## config.mk

```make
export PLATFORM = sky130hd
export DESIGN_NAME = lbll_key_loader
export DESIGN_NICKNAME = d
export VERILOG_FILES = /design/src/rtl/lbll_key_pkg.sv /design/src/rtl/lbll_crc8_serial.sv /design/src/rtl/lbll_key_loader.sv
export SDC_FILE = /design/constraint.sdc
export NUM_CORES = 1
export LEC_CHECK = 0
export ABC_CLOCK_PERIOD_IN_PS = 4300
export BUFFER_PORTS_ARGS = -buffer_cell sky130_fd_sc_hd__buf_2
export CORE_UTILIZATION = 40
export CTS_CLUSTER_SIZE = 10
export DETAILED_ROUTE_END_ITERATION = 12
export GPL_TIMING_DRIVEN = 0
export HOLD_SLACK_MARGIN = 0.08
export PLACE_DENSITY = 0.62
export REMOVE_ABC_BUFFERS = 1
export SETUP_SLACK_MARGIN = 0.05
export SKIP_CTS_REPAIR_TIMING = 1
export SLEW_MARGIN = 20
export SYNTH_ARGS = -nofsm -noshare
export SYNTH_HDL_FRONTEND = slang
export SYNTH_SLANG_ARGS = --single-unit
```

## constraint.sdc

```tcl
create_clock -name clk -period 4.3 [get_ports clk]
set_clock_uncertainty 0.15 [all_clocks]
set_input_delay 0.645 -clock clk [delete_from_list [all_inputs] [get_ports clk]]
set_output_delay 0.645 -clock clk [all_outputs]
set_load 0.005 [all_outputs]
```

## src/rtl/lbll_key_pkg.sv

```systemverilog
// Shared types and helpers for the locking-key loader: FSM states and the
// bit-serial CRC-8 step used to verify the incoming key stream.
package lbll_key_pkg;

  localparam int CRC_W = 8;
  localparam logic [CRC_W-1:0] CRC_POLY_DEFAULT = 8'h07;

  typedef enum logic [2:0] {
    ST_IDLE,
    ST_SHIFT,
    ST_CHECK,
    ST_LOADED,
    ST_ERROR
  } state_t;

  // One MSB-first CRC step: init 0, no reflection, no final XOR.
  function automatic logic [CRC_W-1:0] crc8_step(input logic [CRC_W-1:0] crc,
                                                 input logic             din,
                                                 input logic [CRC_W-1:0] poly);
    logic fb;
    fb = crc[CRC_W-1] ^ din;
    return {crc[CRC_W-2:0], 1'b0} ^ (fb ? poly : '0);
  endfunction

endpackage

```

## src/rtl/lbll_crc8_serial.sv

```systemverilog
// Bit-serial CRC-8 register with synchronous clear; shared by the key loader
// and, later, the key transmitter.
module lbll_crc8_serial
  import lbll_key_pkg::*;
#(
  parameter logic [CRC_W-1:0] POLY = CRC_POLY_DEFAULT
) (
  input  logic             clk,
  input  logic             rst_n,
  input  logic             clr,
  input  logic             en,
  input  logic             din,
  output logic [CRC_W-1:0] crc
);

  logic [CRC_W-1:0] crc_reg;

  // Clear wins over enable so a restart never folds in a stale bit.
  always_ff @(posedge clk or negedge rst_n) begin
    if (!rst_n) begin
      crc_reg <= '0;
    end else if (clr) begin
      crc_reg <= '0;
    end else if (en) begin
      crc_reg <= crc8_step(crc_reg, din, POLY);
    end
  end

  assign crc = crc_reg;

endmodule

```

## src/rtl/lbll_key_loader.sv

```systemverilog
// Receives the locking key serially (MSB first, then CRC-8), verifies it and
// presents it to the locked core, which is held in reset until then.
module lbll_key_loader
  import lbll_key_pkg::*;
#(
  parameter int               NBITS    = 32,
  parameter logic [CRC_W-1:0] CRC_POLY = CRC_POLY_DEFAULT
) (
  input  logic             clk,
  input  logic             rst_n,
  input  logic             key_start,
  input  logic             key_sin,
  input  logic             key_sin_valid,
  output logic             key_sin_ready,
  output logic [NBITS-1:0] lbll_key,
  output logic             key_valid,
  output logic             key_err,
  output logic             core_rst
);

  localparam int LAST  = NBITS + CRC_W - 1;
  localparam int CNT_W = $clog2(NBITS + CRC_W);

  state_t             state_reg;
  logic [CNT_W-1:0]   cnt_reg;
  logic [NBITS-1:0]   shadow_reg;
  logic [NBITS-1:0]   shadow_next;
  logic [CRC_W-1:0]   rx_crc_reg;
  logic [CRC_W-1:0]   crc_calc;
  logic               accept;
  logic               key_phase;
  logic               crc_en;

  assign accept    = key_sin_valid & key_sin_ready;
  assign key_phase = cnt_reg < CNT_W'(NBITS);
  assign crc_en    = accept & key_phase & ~key_start;

  always_comb begin
    shadow_next    = shadow_reg << 1;
    shadow_next[0] = key_sin;
  end

  lbll_crc8_serial #(
    .POLY(CRC_POLY)
  ) u_crc (
    .clk  (clk),
    .rst_n(rst_n),
    .clr  (key_start),
    .en   (crc_en),
    .din  (key_sin),
    .crc  (crc_calc)
  );

  always_ff @(posedge clk or negedge rst_n) begin
    if (!rst_n) begin
      state_reg     <= ST_IDLE;
      cnt_reg       <= '0;
      shadow_reg    <= '0;
      rx_crc_reg    <= '0;
      lbll_key      <= '0;
      key_valid     <= 1'b0;
      key_err       <= 1'b0;
      key_sin_ready <= 1'b0;
      core_rst      <= 1'b1;
    end else if (key_start) begin
      // Restart from any state; a bit offered in this cycle is dropped.
      state_reg     <= ST_SHIFT;
      cnt_reg       <= '0;
      shadow_reg    <= '0;
      rx_crc_reg    <= '0;
      lbll_key      <= '0;
      key_valid     <= 1'b0;
      key_err       <= 1'b0;
      key_sin_ready <= 1'b1;
      core_rst      <= 1'b1;
    end else begin
      case (state_reg)
        ST_SHIFT: begin
          if (accept) begin
            if (key_phase) begin
              shadow_reg <= shadow_next;
            end else begin
              rx_crc_reg <= {rx_crc_reg[CRC_W-2:0], key_sin};
            end
            cnt_reg <= cnt_reg + 1'b1;
            if (cnt_reg == CNT_W'(LAST)) begin
              state_reg     <= ST_CHECK;
              key_sin_ready <= 1'b0;
            end
          end
        end
        ST_CHECK: begin
          if (crc_calc == rx_crc_reg) begin
            state_reg <= ST_LOADED;
            lbll_key  <= shadow_reg;
            key_valid <= 1'b1;
          end else begin
            state_reg <= ST_ERROR;
            key_err   <= 1'b1;
          end
        end
        // Release one edge after key_valid so the core sees a settled key.
        ST_LOADED: core_rst <= 1'b0;
        default: ;
      endcase
    end
  end

endmodule

```

==> summary.txt <==
Place
  • I/O Buffers: 40
  • Dpl hpwl: 4480 um
  • Placer Congestion: 0.704
  • Place WS: 1.67 ns

Floorplan
  • Die Ht: 101 um
  • Initial Utilization: 41.6%
  • Die ar.: 0.0101 mm2
  • Placeable Area: 0.00933 mm2
  • Cell Rows: 35
  • Die Wd: 101 um
  • Ports: 41

Clock network
  • H-tree depth: 3
  • Clock sinks: 93
  • CTS Buf Count: 9
  • Clock Path Buffers: 2
  • Clock latency at the later pin of the worst-skew pair: 0.36 ns
  • CTS tree: yes
  • CTS root buf: clkbuf_8
  • Clock transition at path regs: 0.09 ns

Power
  • Pleak: 2.09 nW
  • Net switching power: 389 uW
  • Int Power: 1.20 mW
  • Power density over cell area: 356 mW/mm2
  • Switching Share: 24.5%
  • Pwr Total: 1.59 mW
  • Seq pwr share: 55.7%
  • Worst VDD drop: 0.139 mV
  • Part of the power in the clock network: 39.2%
  • Combinational group share of total power: 5.1%

Worst setup path
  • CP arrival: 2.42 ns
  • Startpoint Class: flip-flop
  • CP Capture Type: flip-flop
  • Worst path cell trace: nor3b_2, nor4b_4, buf_6, buf_6, a22o_1
  • Critical path's top delay family: simple AND/OR/NAND/NOR gates
  • WP buf/inv: 2
  • CP Data Required Time: 4.46 ns
  • Most frequent CP cell: buf_6
  • CP max stage cell: nor4b_4
  • Worst Setup Path Type: flip-flop to flip-flop
  • Largest stage delay, worst path: 0.60 ns
  • CP Max Fanout: 15

STA
  • Worst Tran Pin Value: 1.07 ns
  • Final Hold Fails: 0
  • Minimum clock period: 2.26 ns
  • Total Neg Setup Slack: 0 ns
  • RSZ-0062 raised after global routing: no
  • PnR worst setup slack: 2.04 ns
  • Final setup viols: 0
  • Relative slew margins: 28.9%
  • Max frequency: 0.443 GHz
  • Tcrit/Tclk final: 52.5%
  • Max Slew Vio Count: 0

Finish
  • Share of layout cells above drive strength 1: 18.0%
  • Diodes inserted: 0
  • Commonest non-fill, non-tap cell in the layout: dfrtp_1
  • Most frequent cells in the layout: dfrtp_1, nand2_1, o21ai_0, buf_2
  • Final layout net count: 384
  • Syn-to-layout area delta: 15.2%

Routing
  • WL/cell: 13.9 um
  • Routed WL: 7140 um
  • DRT iter0 DRCs: 111
  • DRT Pass-1 Iters: 4
  • Post-route DRC: 0
  • DR vias/cell: 5.04
  • Antenna-violating nets left: 0
  • Via count: 2581

Synth
  • Synth Register Bits: 93
  • Area of the mapped netlist: 0.00388 mm2
  • Post-synth ARST share: 100%
  • Gate Count Post-Synth: 343
  • Seq/Total Area, Yosys: 60.0%
  • Top_reg_cell synth: dfrtp_1
  • Post-synth EDFFs: 0
  • Synth Warn #: 0
  • Netlist cell types: 38
  • Average size of a mapped cell: 11.3 um2

Worst hold path
  • HP Class: flip-flop to flip-flop

Global routing
  • First-pass GRT wire length: 12000 um
  • Global route total overflow: 0
  • Total track usage: 15.4%
  • Pin count of the biggest net entering global routing: 77
  • Initial antenna violation count: 0
  • Vias in the first global route: 2417

Status
  • Outcome: complete, no violations

Flow run
  • Number of max-cap violations: 0
-- kinds of logic after synthesis --
family	count (synthesis)	share of synthesized area, %
and+or+nand+nor	113	15.7
DFF	93	60.0
AOI/OAI and AO/OA	89	15.1
buffers and inverters	23	3.22
xor gates and xnor gates	16	3.61
muxes	8	2.06
adders and majority gates	1	0.322
-- metrics by stage --
stage | cell area (um2) | util [%] | hold slack [ns] | cells
6_report | 4470 | 47.9 | 0.346 | 512
5_1_grt | 4470 | 47.9 | 0.366 | 512
4_1_cts | 4460 | 47.8 | -0.0729 | 511
3_5_place_dp | 4250 | 45.6 | 0.329 | 495
3_3_place_gp | 4120 | 44.2 | 0.321 | 490
2_1_floorplan | 3760 | - | 0.199 | 321
-- layer usage --
| metal | vias to the layer above | track usage [%] | routed length (um) |
|---|---|---|---|
| li1 | 1256 | - | - |
| met1 | 1271 | 20.5 | 3560 |
| met2 | 44 | 24.2 | 3240 |
| met3 | 10 | 3.54 | 247 |
| met4 | 0 | 6.69 | 88 |
| met5 | - | 0 | 0 |
-- layout make-up --
class                      count  area [um2]
timing repair buffer          46         322
multi-input combinational    227        1450
inverter                       1        3.75
tap                          129         161
clock inverter                 6        73.8
fill                         841        4860
clock buffer                  10         138
sequential                    93        2330
-- power groups by stage --
stage | Sequential, mW | Clock [mW] | Combinational [mW]
3_3_place_gp | 0.904 | 0 | 0.0706
5_1_grt | 0.889 | 0.678 | 0.0926
6_report | 0.887 | 0.624 | 0.0817
2_1_floorplan | 0.903 | 0 | 0.0348
4_1_cts | 0.887 | 0.647 | 0.0838
3_5_place_dp | 0.905 | 0 | 0.0836
-- final timing paths --
kind	start	endpoint	slack [ns]	depth (start not counted)
max in group asynchronous	rst_n	lbll_key[12]$_DFFE_PN0P_	2.88	3
worst max register to register	state_reg[2]$_DFFE_PN0P_	lbll_key[23]$_DFFE_PN0P_	2.04	5
worst min-delay path	shadow_reg[31]$_DFFE_PN0P_	shadow_reg[31]$_DFFE_PN0P_	0.35	2
worst min register to register	shadow_reg[31]$_DFFE_PN0P_	shadow_reg[31]$_DFFE_PN0P_	0.35	2
worst max-delay path	state_reg[2]$_DFFE_PN0P_	lbll_key[23]$_DFFE_PN0P_	2.04	5
min in group asynchronous	rst_n	lbll_key[27]$_DFFE_PN0P_	0.51	2
-- worst min-delay path, cell delays in order (launching register included) --
cell     delay, ns
dfrtp_1       0.36
nand2_1       0.05
o21ai_0       0.06
-- synthesized netlist by cell type, types with 3 or more instances --
library cell / n / area, um2
a21oi_1: 9 / 45.0
buf_6: 3 / 33.8
dfrtp_1: 92 / 2300
o21ai_0: 41 / 205
nand4_1: 4 / 25.0
buf_4: 3 / 22.5
buf_2: 4 / 20.0
a22o_1: 32 / 280
nand2b_1: 32 / 200
clkbuf_1: 11 / 41.3
mux2i_1: 8 / 80.1
nor2_1: 16 / 60.1
xnor2_1: 14 / 123
nand2_1: 45 / 169
No activity file was read; power rests on OpenSTA's default activity.
